--- config.mk ---
export PLATFORM = sky130hd
export DESIGN_NAME = mem_arbiter_flat
export DESIGN_NICKNAME = d
export VERILOG_FILES = /design/src/rtl/mem_arbiter_if.sv /design/src/rtl/mem_arbiter.sv /design/src/flat_wrapper.sv
export SDC_FILE = /design/constraint.sdc
export NUM_CORES = 1
export LEC_CHECK = 0
export ABC_AREA = 1
export ABC_CLOCK_PERIOD_IN_PS = 2250
export CORE_AREA = 10 10 538 540
export CTS_BUF_LIST = sky130_fd_sc_hd__clkbuf_16
export CTS_CLUSTER_SIZE = 14
export DETAILED_ROUTE_END_ITERATION = 6
export DIE_AREA = 0 0 548 550
export GPL_TIMING_DRIVEN = 1
export PLACE_DENSITY = 0.3
export SLEW_MARGIN = 20
export SYNTH_ARGS = -nofsm -noshare
export SYNTH_HDL_FRONTEND = slang
export SYNTH_SLANG_ARGS = --single-unit
--- constraint.sdc ---
create_clock -name clk -period 2.25 [get_ports clk]
set_clock_uncertainty 0.2 [all_clocks]
set_input_delay 0.45 -clock clk [delete_from_list [all_inputs] [get_ports clk]]
set_output_delay 0.45 -clock clk [all_outputs]
set_load 0.01 [all_outputs]
--- src/rtl/mem_arbiter_if.sv ---
// mem_arbiter_if: cache-side and memory-side signals of the memory arbiter.
// slave is the arbiter's view of the bus; master is the caches' and memory's view.
interface mem_arbiter_if #(
  parameter int ADDR_WIDTH = 32,
  parameter int LINE_WIDTH = 256
);
  logic                  inst_read;
  logic [ADDR_WIDTH-1:0] inst_addr;
  logic [LINE_WIDTH-1:0] inst_rdata;
  logic                  inst_resp;
  logic                  data_read;
  logic                  data_write;
  logic [ADDR_WIDTH-1:0] data_addr;
  logic [LINE_WIDTH-1:0] data_wdata;
  logic [LINE_WIDTH-1:0] data_rdata;
  logic                  data_resp;
  logic                  pmem_read;
  logic                  pmem_write;
  logic [ADDR_WIDTH-1:0] pmem_addr;
  logic [LINE_WIDTH-1:0] pmem_wdata;
  logic [LINE_WIDTH-1:0] pmem_rdata;
  logic                  pmem_resp;
  modport slave (
    input  inst_read, inst_addr, data_read, data_write, data_addr, data_wdata, pmem_rdata, pmem_resp,
    output inst_rdata, inst_resp, data_rdata, data_resp, pmem_read, pmem_write, pmem_addr, pmem_wdata
  );
  modport master (
    output inst_read, inst_addr, data_read, data_write, data_addr, data_wdata, pmem_rdata, pmem_resp,
    input  inst_rdata, inst_resp, data_rdata, data_resp, pmem_read, pmem_write, pmem_addr, pmem_wdata
  );
endinterface

--- src/rtl/mem_arbiter.sv ---
// mem_arbiter: shares one memory port between I-cache and D-cache, one line transaction at a time.
// Define MEM_ARB_ROUND_ROBIN_EN for round-robin tie-breaking; default is data-wins fixed priority.
module mem_arbiter #(
  parameter int ADDR_WIDTH = 32,
  parameter int LINE_WIDTH = 256
) (
  input logic         clk,
  input logic         rst,
  mem_arbiter_if.slave bus
);
  typedef enum logic [1:0] {IDLE, SERVE_INST, SERVE_DATA} state_e;
  state_e                state_q;
  logic [ADDR_WIDTH-1:0] addr_q;
  logic [LINE_WIDTH-1:0] wdata_q;
  logic                  read_q;
  logic                  write_q;
  logic                  inst_req;
  logic                  data_req;
  logic                  favour_data;
  logic                  grant_data;
`ifdef MEM_ARB_ROUND_ROBIN_EN
  logic                  rr_data_q;
  assign favour_data = rr_data_q;
`else
  assign favour_data = 1'b1;
`endif
  assign inst_req   = bus.inst_read;
  assign data_req   = bus.data_read | bus.data_write;
  assign grant_data = data_req & (~inst_req | favour_data);
  always_ff @(posedge clk) begin
    if (!rst) begin
      state_q <= IDLE;
      addr_q  <= '0;
      wdata_q <= '0;
      read_q  <= 1'b0;
      write_q <= 1'b0;
`ifdef MEM_ARB_ROUND_ROBIN_EN
      rr_data_q <= 1'b1;
`endif
    end else begin
      case (state_q)
        IDLE: if (inst_req | data_req) begin
          state_q <= grant_data ? SERVE_DATA : SERVE_INST;
          addr_q  <= grant_data ? bus.data_addr : bus.inst_addr;
          wdata_q <= grant_data ? bus.data_wdata : '0;
          write_q <= grant_data & bus.data_write;
          read_q  <= ~(grant_data & bus.data_write);
`ifdef MEM_ARB_ROUND_ROBIN_EN
          rr_data_q <= ~grant_data;
`endif
        end
        SERVE_INST, SERVE_DATA: if (bus.pmem_resp) begin
          state_q <= IDLE;
          read_q  <= 1'b0;
          write_q <= 1'b0;
        end
        default: begin
          state_q <= IDLE;
          read_q  <= 1'b0;
          write_q <= 1'b0;
        end
      endcase
    end
  end
  assign bus.pmem_read  = read_q;
  assign bus.pmem_write = write_q;
  assign bus.pmem_addr  = addr_q;
  assign bus.pmem_wdata = wdata_q;
  assign bus.inst_resp  = (state_q == SERVE_INST) & bus.pmem_resp;
  assign bus.data_resp  = (state_q == SERVE_DATA) & bus.pmem_resp;
  assign bus.inst_rdata = bus.pmem_rdata;
  assign bus.data_rdata = bus.pmem_rdata;
endmodule
--- src/flat_wrapper.sv ---
// flat-port wrapper written by rule: the top's interface ports become plain ports
module mem_arbiter_flat 
#(
  parameter int ADDR_WIDTH = 32,
  parameter int LINE_WIDTH = 256
)
  (clk, rst, bus_inst_read, bus_inst_addr, bus_data_read, bus_data_write, bus_data_addr, bus_data_wdata, bus_pmem_rdata, bus_pmem_resp, bus_inst_rdata, bus_inst_resp, bus_data_rdata, bus_data_resp, bus_pmem_read, bus_pmem_write, bus_pmem_addr, bus_pmem_wdata);
  mem_arbiter_if #(.ADDR_WIDTH(ADDR_WIDTH), .LINE_WIDTH(LINE_WIDTH)) bus_i ();
  input logic clk;
  input logic rst;
  input wire logic [$bits(bus_i.inst_read)-1:0] bus_inst_read;
  input wire logic [$bits(bus_i.inst_addr)-1:0] bus_inst_addr;
  input wire logic [$bits(bus_i.data_read)-1:0] bus_data_read;
  input wire logic [$bits(bus_i.data_write)-1:0] bus_data_write;
  input wire logic [$bits(bus_i.data_addr)-1:0] bus_data_addr;
  input wire logic [$bits(bus_i.data_wdata)-1:0] bus_data_wdata;
  input wire logic [$bits(bus_i.pmem_rdata)-1:0] bus_pmem_rdata;
  input wire logic [$bits(bus_i.pmem_resp)-1:0] bus_pmem_resp;
  output wire logic [$bits(bus_i.inst_rdata)-1:0] bus_inst_rdata;
  output wire logic [$bits(bus_i.inst_resp)-1:0] bus_inst_resp;
  output wire logic [$bits(bus_i.data_rdata)-1:0] bus_data_rdata;
  output wire logic [$bits(bus_i.data_resp)-1:0] bus_data_resp;
  output wire logic [$bits(bus_i.pmem_read)-1:0] bus_pmem_read;
  output wire logic [$bits(bus_i.pmem_write)-1:0] bus_pmem_write;
  output wire logic [$bits(bus_i.pmem_addr)-1:0] bus_pmem_addr;
  output wire logic [$bits(bus_i.pmem_wdata)-1:0] bus_pmem_wdata;
  assign bus_i.inst_read = bus_inst_read;
  assign bus_i.inst_addr = bus_inst_addr;
  assign bus_i.data_read = bus_data_read;
  assign bus_i.data_write = bus_data_write;
  assign bus_i.data_addr = bus_data_addr;
  assign bus_i.data_wdata = bus_data_wdata;
  assign bus_i.pmem_rdata = bus_pmem_rdata;
  assign bus_i.pmem_resp = bus_pmem_resp;
  assign bus_inst_rdata = bus_i.inst_rdata;
  assign bus_inst_resp = bus_i.inst_resp;
  assign bus_data_rdata = bus_i.data_rdata;
  assign bus_data_resp = bus_i.data_resp;
  assign bus_pmem_read = bus_i.pmem_read;
  assign bus_pmem_write = bus_i.pmem_write;
  assign bus_pmem_addr = bus_i.pmem_addr;
  assign bus_pmem_wdata = bus_i.pmem_wdata;
  mem_arbiter #(.ADDR_WIDTH(ADDR_WIDTH), .LINE_WIDTH(LINE_WIDTH)) u_core (.clk(clk), .rst(rst), .bus(bus_i));
endmodule
---- Yosys cells after proc, flatten, opt, wreduce, memory -nomap -nowiden ----
Index checks and enable logic that the tools add are counted.
operators by class
  equality and inequality tests ........... 4
  muxes and demuxes ....................... 11
  bitwise operators ....................... 6
  reductions and logical operators ........ 4
operators with widths
  kind                                                 count
  2-to-1 mux 256 bit                                   1
  2-to-1 mux 32 bit                                    1
  2-to-1 mux 2 bit                                     3
  one-hot mux 1 bit (2 select lines)                   2
  one-hot mux 2 bit (2 select lines)                   1
  AND reduction 2 bit                                  2
  AND 1 bit                                            3
  2-to-1 mux 1 bit                                     3
  equality test 2 x 1 -> 1 bit, second input constant  1
  equality test 2 bit, second input constant           1
  zero test 2 bit                                      1
  != test 2 x 1 -> 1 bit, second input constant        1
  != test 2 bit, second input constant                 1
  OR 1 bit                                             2
  OR reduction 2 bit                                   1
  NOT 1 bit                                            1
word-level totals
  bits in registers ....................... 292
  bits of input ports ..................... 582
  output and inout bits ................... 804
  word-level logic and storage cells ...... 30

---- Logic depth before layout (Yosys ltp) ----
  word-level depth ........................ 5
  mapped depth ............................ 8
  gate-level depth less buffers ........... 6

---- Least setup slack after synthesis ----
Ideal clock, no wire load.
  path type ............................... in2reg
  start ................................... input rst
  end ..................................... register u_core.wdata_q[225], in the netlist u_core.bus.pmem_wdata[225]
  setup time .............................. 0.132 ns
  arrival ................................. 1.310 ns
  required time ........................... 1.918 ns
  setup slack ............................. 0.608 ns
  stages on the path ...................... 5
  buffers on the path ..................... 3
  path through ............................ clkbuf_1 inv_2 clkbuf_1 clkbuf_1 a21oi_1
RTL lines
  item                  RTL line            RTL
  start, declared       flat_wrapper.sv:10  input logic rst;
  end signal, assigned  mem_arbiter.sv:45   wdata_q <= grant_data ? bus.data_wdata : '0;
  end, declared         mem_arbiter.sv:14   logic [LINE_WIDTH-1:0] wdata_q;
No word-level cell between the ends.

---- Worst setup path in the final report ----
  start ................................... register u_core.wdata_q[6], in the netlist u_core.bus.pmem_wdata[6]
  end ..................................... output bus_pmem_wdata[6]
RTL lines
  item           RTL line            RTL
  end, declared  flat_wrapper.sv:26  output wire logic [$bits(bus_i.pmem_wdata)-1:0] bus_pmem_wdata;
No word-level cell between the ends.

==> reports/metrics.yaml <==
outcome: "complete, no violations"
finalNetCount: 2671
reg2reg_depth: 8
port-buffer-count: 617
cts_root_buffer: "clkbuf_16"
grt_pass1_vias: 13590
rsz0062_at_grt: "no"
grt_overflow: 0
slew_headroom_pct: 66.8
cp_num_cells: 1
drc: 0
crit_family: "buffers and inverters"
cts_buffers: 47
area_growth_pct: 57.9
finalSetupViolCount: 0
postCtsSetupRepairBufs: 0
ir_worst_vdd_uv: 490
antenna_found_initial: 46
switchingPower_mw: 6.88
io_pins: 1386
synth_cells: 1966
yosys_warnings: 0
core_area_um2: 278000
power.density_nw_per_um2: 832
postSynthNetCount: 2551
clock_latency_ps: 650
clock_sinks: 292
vias: 13036
worstPathRequired_ps: 1600
synth_cell_type_count: 16
drv_slew: 0
crit_buf_inv: 1
maxCapViolCount: 0
path_clk_slew_ps: 60
swShare_pct: 36.0
internal_power_mw: 12.3
firstDrtPassIters: 6
final_core_util_pct: 8.27
htree_levels: 2
path_cells: "dlygate4sd2_1"
max_freq_mhz: 463
grtUsageTotal_pct: 9.77
final_common_cell: "nand2_1"
worst_ep_arrival_time_ps: 1510
crit_slowest_cell: "dlygate4sd2_1"
min_path_cells: 3
hold_class: "in -> reg"
instances_no_fill: 5847
start_util_pct: 5.24
clock_path_buffers: 3
cts_tree: "done"
grt_pass1_wl_mm: 186
gp_congestion: 0.869
ant_nets: 0
crit_path_start_kind: "register"
rows: 194
hpwl_mm: 139
clockPowerShare_pct: 39.0
power.share.combinational_pct: 28.0
wl_mm: 155
grt_max_degree: 58
power.leakage_nw: 8.71
slowest_delay_ps: 490
hold_viol_final: 0
dp_cells: 5760
netlist_area_um2: 14600
viasPerCell: 2.23
wl_per_cell_um: 26.6
drt_iter0_markers: 726
ys_ff_latch: 292
die_area_um2: 301000
drive_above_1_share_pct: 9.95
critical_path.endpoint_type: "output port"
min_period_ps: 2160
period_share_pct: 96.0
crit_fanout: 2
fill_cells: 32650
fp.dieW_um: 548
critPathKind: "reg -> out"
die_y_um: 550
worst-slew-pin-transition_ps: 498
layout_common_cells: "nand2_1 (681), clkdlybuf4s50_1 (323), dfxtp_1 (277)"
synth_area_per_cell_um2: 7.41
seqPwrFrac_pct: 33.0
seq_area_frac_synth_pct: 40.1
==> path summary, 6_finish.rpt <==
kind / from / to / slack [ps]
worst max register to register: u_core.state_q[0]$_SDFFE_PN0P_ / u_core.bus.pmem_wdata[72]$_SDFFE_PN0P_ / 180
worst min-delay path: bus_data_wdata[211] / u_core.bus.pmem_wdata[211]$_SDFFE_PN0P_ / 110
worst min register to register: u_core.bus.pmem_wdata[202]$_SDFFE_PN0P_ / u_core.bus.pmem_wdata[202]$_SDFFE_PN0P_ / 260
worst max-delay path: u_core.bus.pmem_wdata[6]$_SDFFE_PN0P_ / bus_pmem_wdata[6] / 90
==> what timing repair did <==
item,CTS,global route
pin swaps,0,0
gates resized for setup,364,12
cloned,0,0
endpoints found under the setup margin,269,12
hold buffers,1,0
endpoints found under the hold margin,19,0
==> Yosys cell counts <==
cell	instances	area share (%)
nor2_1	66	1.7
nand2_2	1	0.043
buf_2	33	1.1
dfxtp_1	292	40
ha_1	3	0.26
nand2_1	682	18
inv_1	40	1.0
buf_4	541	28
buf_1	10	0.26
nor2_2	1	0.043
a21oi_1	260	8.9
inv_2	3	0.077
o21ai_4	1	0.11
o21ai_0	1	0.034
nand3_1	3	0.10
clkbuf_1	29	0.75
==> power groups by stage <==
stage	clock, mW	combinational, mW	sequential [mW]
after detailed placement	0	5.95	6.41
after floorplan	0	2.77	6.58
after global routing	8.04	5.98	6.38
after CTS	7.90	5.59	6.31
final	7.46	5.36	6.31
after global placement	0	6.02	6.41
==> per-stage QoR <==
step	cell area [µm²]	total power [mW]	setup TNS (ps)	hold slack, ps	setup slack [ps]
3_3_place_gp	21700	12.4	-13800	247	-508
6_report	23000	19.1	0	107	90.6
4_1_cts	23000	19.8	0	2.05	0.624
3_5_place_dp	21700	12.4	-17320	254	-477
5_1_grt	23000	20.4	0	54.8	2.75
2_1_floorplan	14600	9.35	0	257	608
==> layout make-up <==
class | instances | area [µm²] | area share, %
repair buffers | 684 | 6580 | 28.6
flip-flops and latches | 292 | 5870 | 25.5
well taps | 3724 | 4660 | 20.2
multi-input cells | 1018 | 4220 | 18.3
clock buffers | 47 | 1180 | 5.11
clock inverters | 37 | 338 | 1.47
inverters | 43 | 169 | 0.734
diodes | 2 | 5.00 | 0.0217
==> kinds of logic after synthesis <==
group,after synthesis,synth area share (%)
compound gates,262,9.07
fa+ha+maj,3,0.258
buf+inv,656,31.1
flops,292,40.1
simple gates,753,19.5
==> sequential cells by signal (all words and copies together), names as in the netlist <==
name,count
u_core.bus.pmem_addr,32
u_core.bus.pmem_wdata,256
u_core.bus.pmem_write,1
u_core.state_q,2
u_core.bus.pmem_read,1
==> layer usage <==
| metal | global-route usage, % | share of wire (%) |
|---|---|---|
| met3 | 11.4 | 25 |
| met4 | 3.14 | 3.5 |
| met2 | 15.3 | 44 |
| met1 | 7.68 | 27 |
| met5 | 0.313 | 0.088 |
(Power assumes the default switching activity.)
==> RTL change (config.mk and constraints unchanged) <==
Add a define of `MEM_ARB_ROUND_ROBIN_EN`.
--- a/src/rtl/mem_arbiter.sv
+++ b/src/rtl/mem_arbiter.sv
@@ -1,5 +1,7 @@
 // mem_arbiter: shares one memory port between I-cache and D-cache, one line transaction at a time.
 // Define MEM_ARB_ROUND_ROBIN_EN for round-robin tie-breaking; default is data-wins fixed priority.
+`define MEM_ARB_ROUND_ROBIN_EN
+
 module mem_arbiter #(
   parameter int ADDR_WIDTH = 32,
   parameter int LINE_WIDTH = 256
Function: not settled (the Yosys comparison gave no result); the edit may change what the design does.
==> RTL change against the unedited design <==
Worst setup slack is essentially flat; area after synthesis shrank 0.20%; routed wire length increased by 1.8%; critical endpoint is now bus_pmem_wdata[240]; cell area is 0.52% higher; synthesized cell count fell by 1.2%; critical path type unchanged; count of clock-buffer cells in the layout unchanged; via count increased by 0.86%; sequential cell count increased by 1; total power increased by 6.0%.
==> RTL change: results (changes against the unedited design) <==
| Metric | Value |
|---|---|
| Status | completed |
| Filler cell count | 32,627 (-0.070%) |
| Layout multi-input combinational cell count | 993 (-2.5%) |
| Unique cell type count in the Yosys netlist | 19 (+3) |
| Peak VDD IR | 496 uV (+1.2%) |
| CP startpoint | u_core.bus.pmem_wdata[240] |
| Nonclk buf count | 721 (+5.4%) |
| Vias in the first global route | 13,934 (+2.5%) |
| Drt first pass iters | 5 (-1) |
| Overall Global Routing Usage | 0.100 (+0.00252) |
| DRT iter0 DRCs | 616 (-15%) |
| Worst-path fanout max | 2 (unchanged) |
| First-pass GRT wire length | 191,000 um (+2.4%) |
| Net count after synthesis | 2,527 (-0.94%) |
| Delay of the slowest critical-path stage | 0.47 ns (-0.02 ns) |
| Post-DR vias/cell | 2.24 (+0.69%) |
| Routed WL per cell | 27.0 um (+1.7%) |
| Sink Count | 293 (+0.34%) |
| Placed cell count | 5,774 (+0.24%) |
| Cell count after synthesis | 1,942 (-1.2%) |
| Crit path to | bus_pmem_wdata[240] |
| RePlAce Congestion | 0.771 (-11%) |
| Dpl ws | -0.305 ns (+0.172 ns) |
| Post-synthesis sequential area ratio | 0.403 (+0.00217) |
| Num CTS Buffers | 46 (-2.1%) |
| Area grow syn2layout | 59.0% |
| Clock buf/inv share | 0.0626 (-0.00315) |
| Placed inst area | 21,900 um^2 (+0.96%) |
| Slowest CP cell | clkdlybuf4s15_1 |
| Sw frac | 0.378 (+0.0179) |
| Synth top area cells | dfxtp_1 (40%), buf_4 (28%), nand2_1 (15%) |
| Post-synth top cells | nand2_1 (591), buf_4 (540), dfxtp_1 (293) |
| Antenna violations before repair | 61 (+33%) |
| NumNets Final | 2,683 (+0.45%) |
| Non-clock buffer share | 0.295 (+0.00852) |
| Cells on worst reg2reg path | 7 (-1) |
| Largest net degree at the start of global routing | 49 (-16%) |
| Area occupied by multi-input gates | 4170 um^2 (-1.2%) |
| Register area | 5870 um^2 (about the same) |
| Share of layout cells above drive strength 1 | 0.133 (+0.0338) |
| Worst-margin pin slew | 0.489 ns (-0.00843 ns) |
| Routed vias | 13,148 (+0.86%) |
| Leak | 8.66 nW (-0.59%) |
| Reg-to-reg startpoint | u_core.state_q[1] |
| Setup slack, reg-to-reg | ~0.19 ns |
## RTL change: cell count changes after synthesis, sizes merged, moves of 2 or more
cell	change
o21ai	+30
nand4	+3
nand3	-2
clkbuf	+3
buf	-3
nor2	+33
nand2	-91
## RTL change: power by group through the flow
stage          Sequential [mW]  Clock, mW  Combinational [mW]
6_report                  6.44       7.22                6.63
5_1_grt                   6.53       7.77                7.39
4_1_cts                   6.45       7.68                6.95
3_5_place_dp              6.55          0                7.29
3_3_place_gp              6.55          0                7.34
2_1_floorplan             6.77          0                3.04
## RTL change: worst min path at each step
stage	slack, ns	to	cells past startpoint	startpoint
floorplan	0.26	u_core.state_q[0]	2	u_core.state_q[0]
global placement	0.25	u_core.bus.pmem_wdata[215]	2	u_core.bus.pmem_wdata[215]
detailed placement	0.25	u_core.bus.pmem_wdata[53]	2	u_core.bus.pmem_wdata[53]
CTS	0.03	u_core.bus.pmem_wdata[220]	3	bus_data_wdata[220]
global route	0.09	u_core.bus.pmem_wdata[220]	3	bus_data_wdata[220]
finish	0.13	u_core.bus.pmem_wdata[220]	3	bus_data_wdata[220]
## RTL change: layer usage
metal  global-route usage  vias up  part of all wire
li1                     -     5868                 -
met1               0.0849     5749              0.30
met2                0.150     1096              0.42
met3                0.106      423              0.23
met4               0.0466       12             0.054
met5              0.00703        -            0.0021
## RTL change: cell families (layout without fill, tap and decap cells)
group / after synthesis / in the layout / share of synthesized area
and+or+nand+nor: 696 / 696 / 0.181
other: 0 / 2 / 0
DFF: 293 / 293 / 0.403
buffers and inverters: 656 / 845 / 0.312
AOI/OAI and AO/OA: 294 / 294 / 0.101
adders and majority gates: 3 / 3 / 0.00258
## RTL change: what timing repair did
item / 4_1_cts / 5_1_grt
hold buffers: 0 / 0
setup buffers: 0 / 0
setup endpoints to repair: 226 / 15
resized for setup: 300 / 20
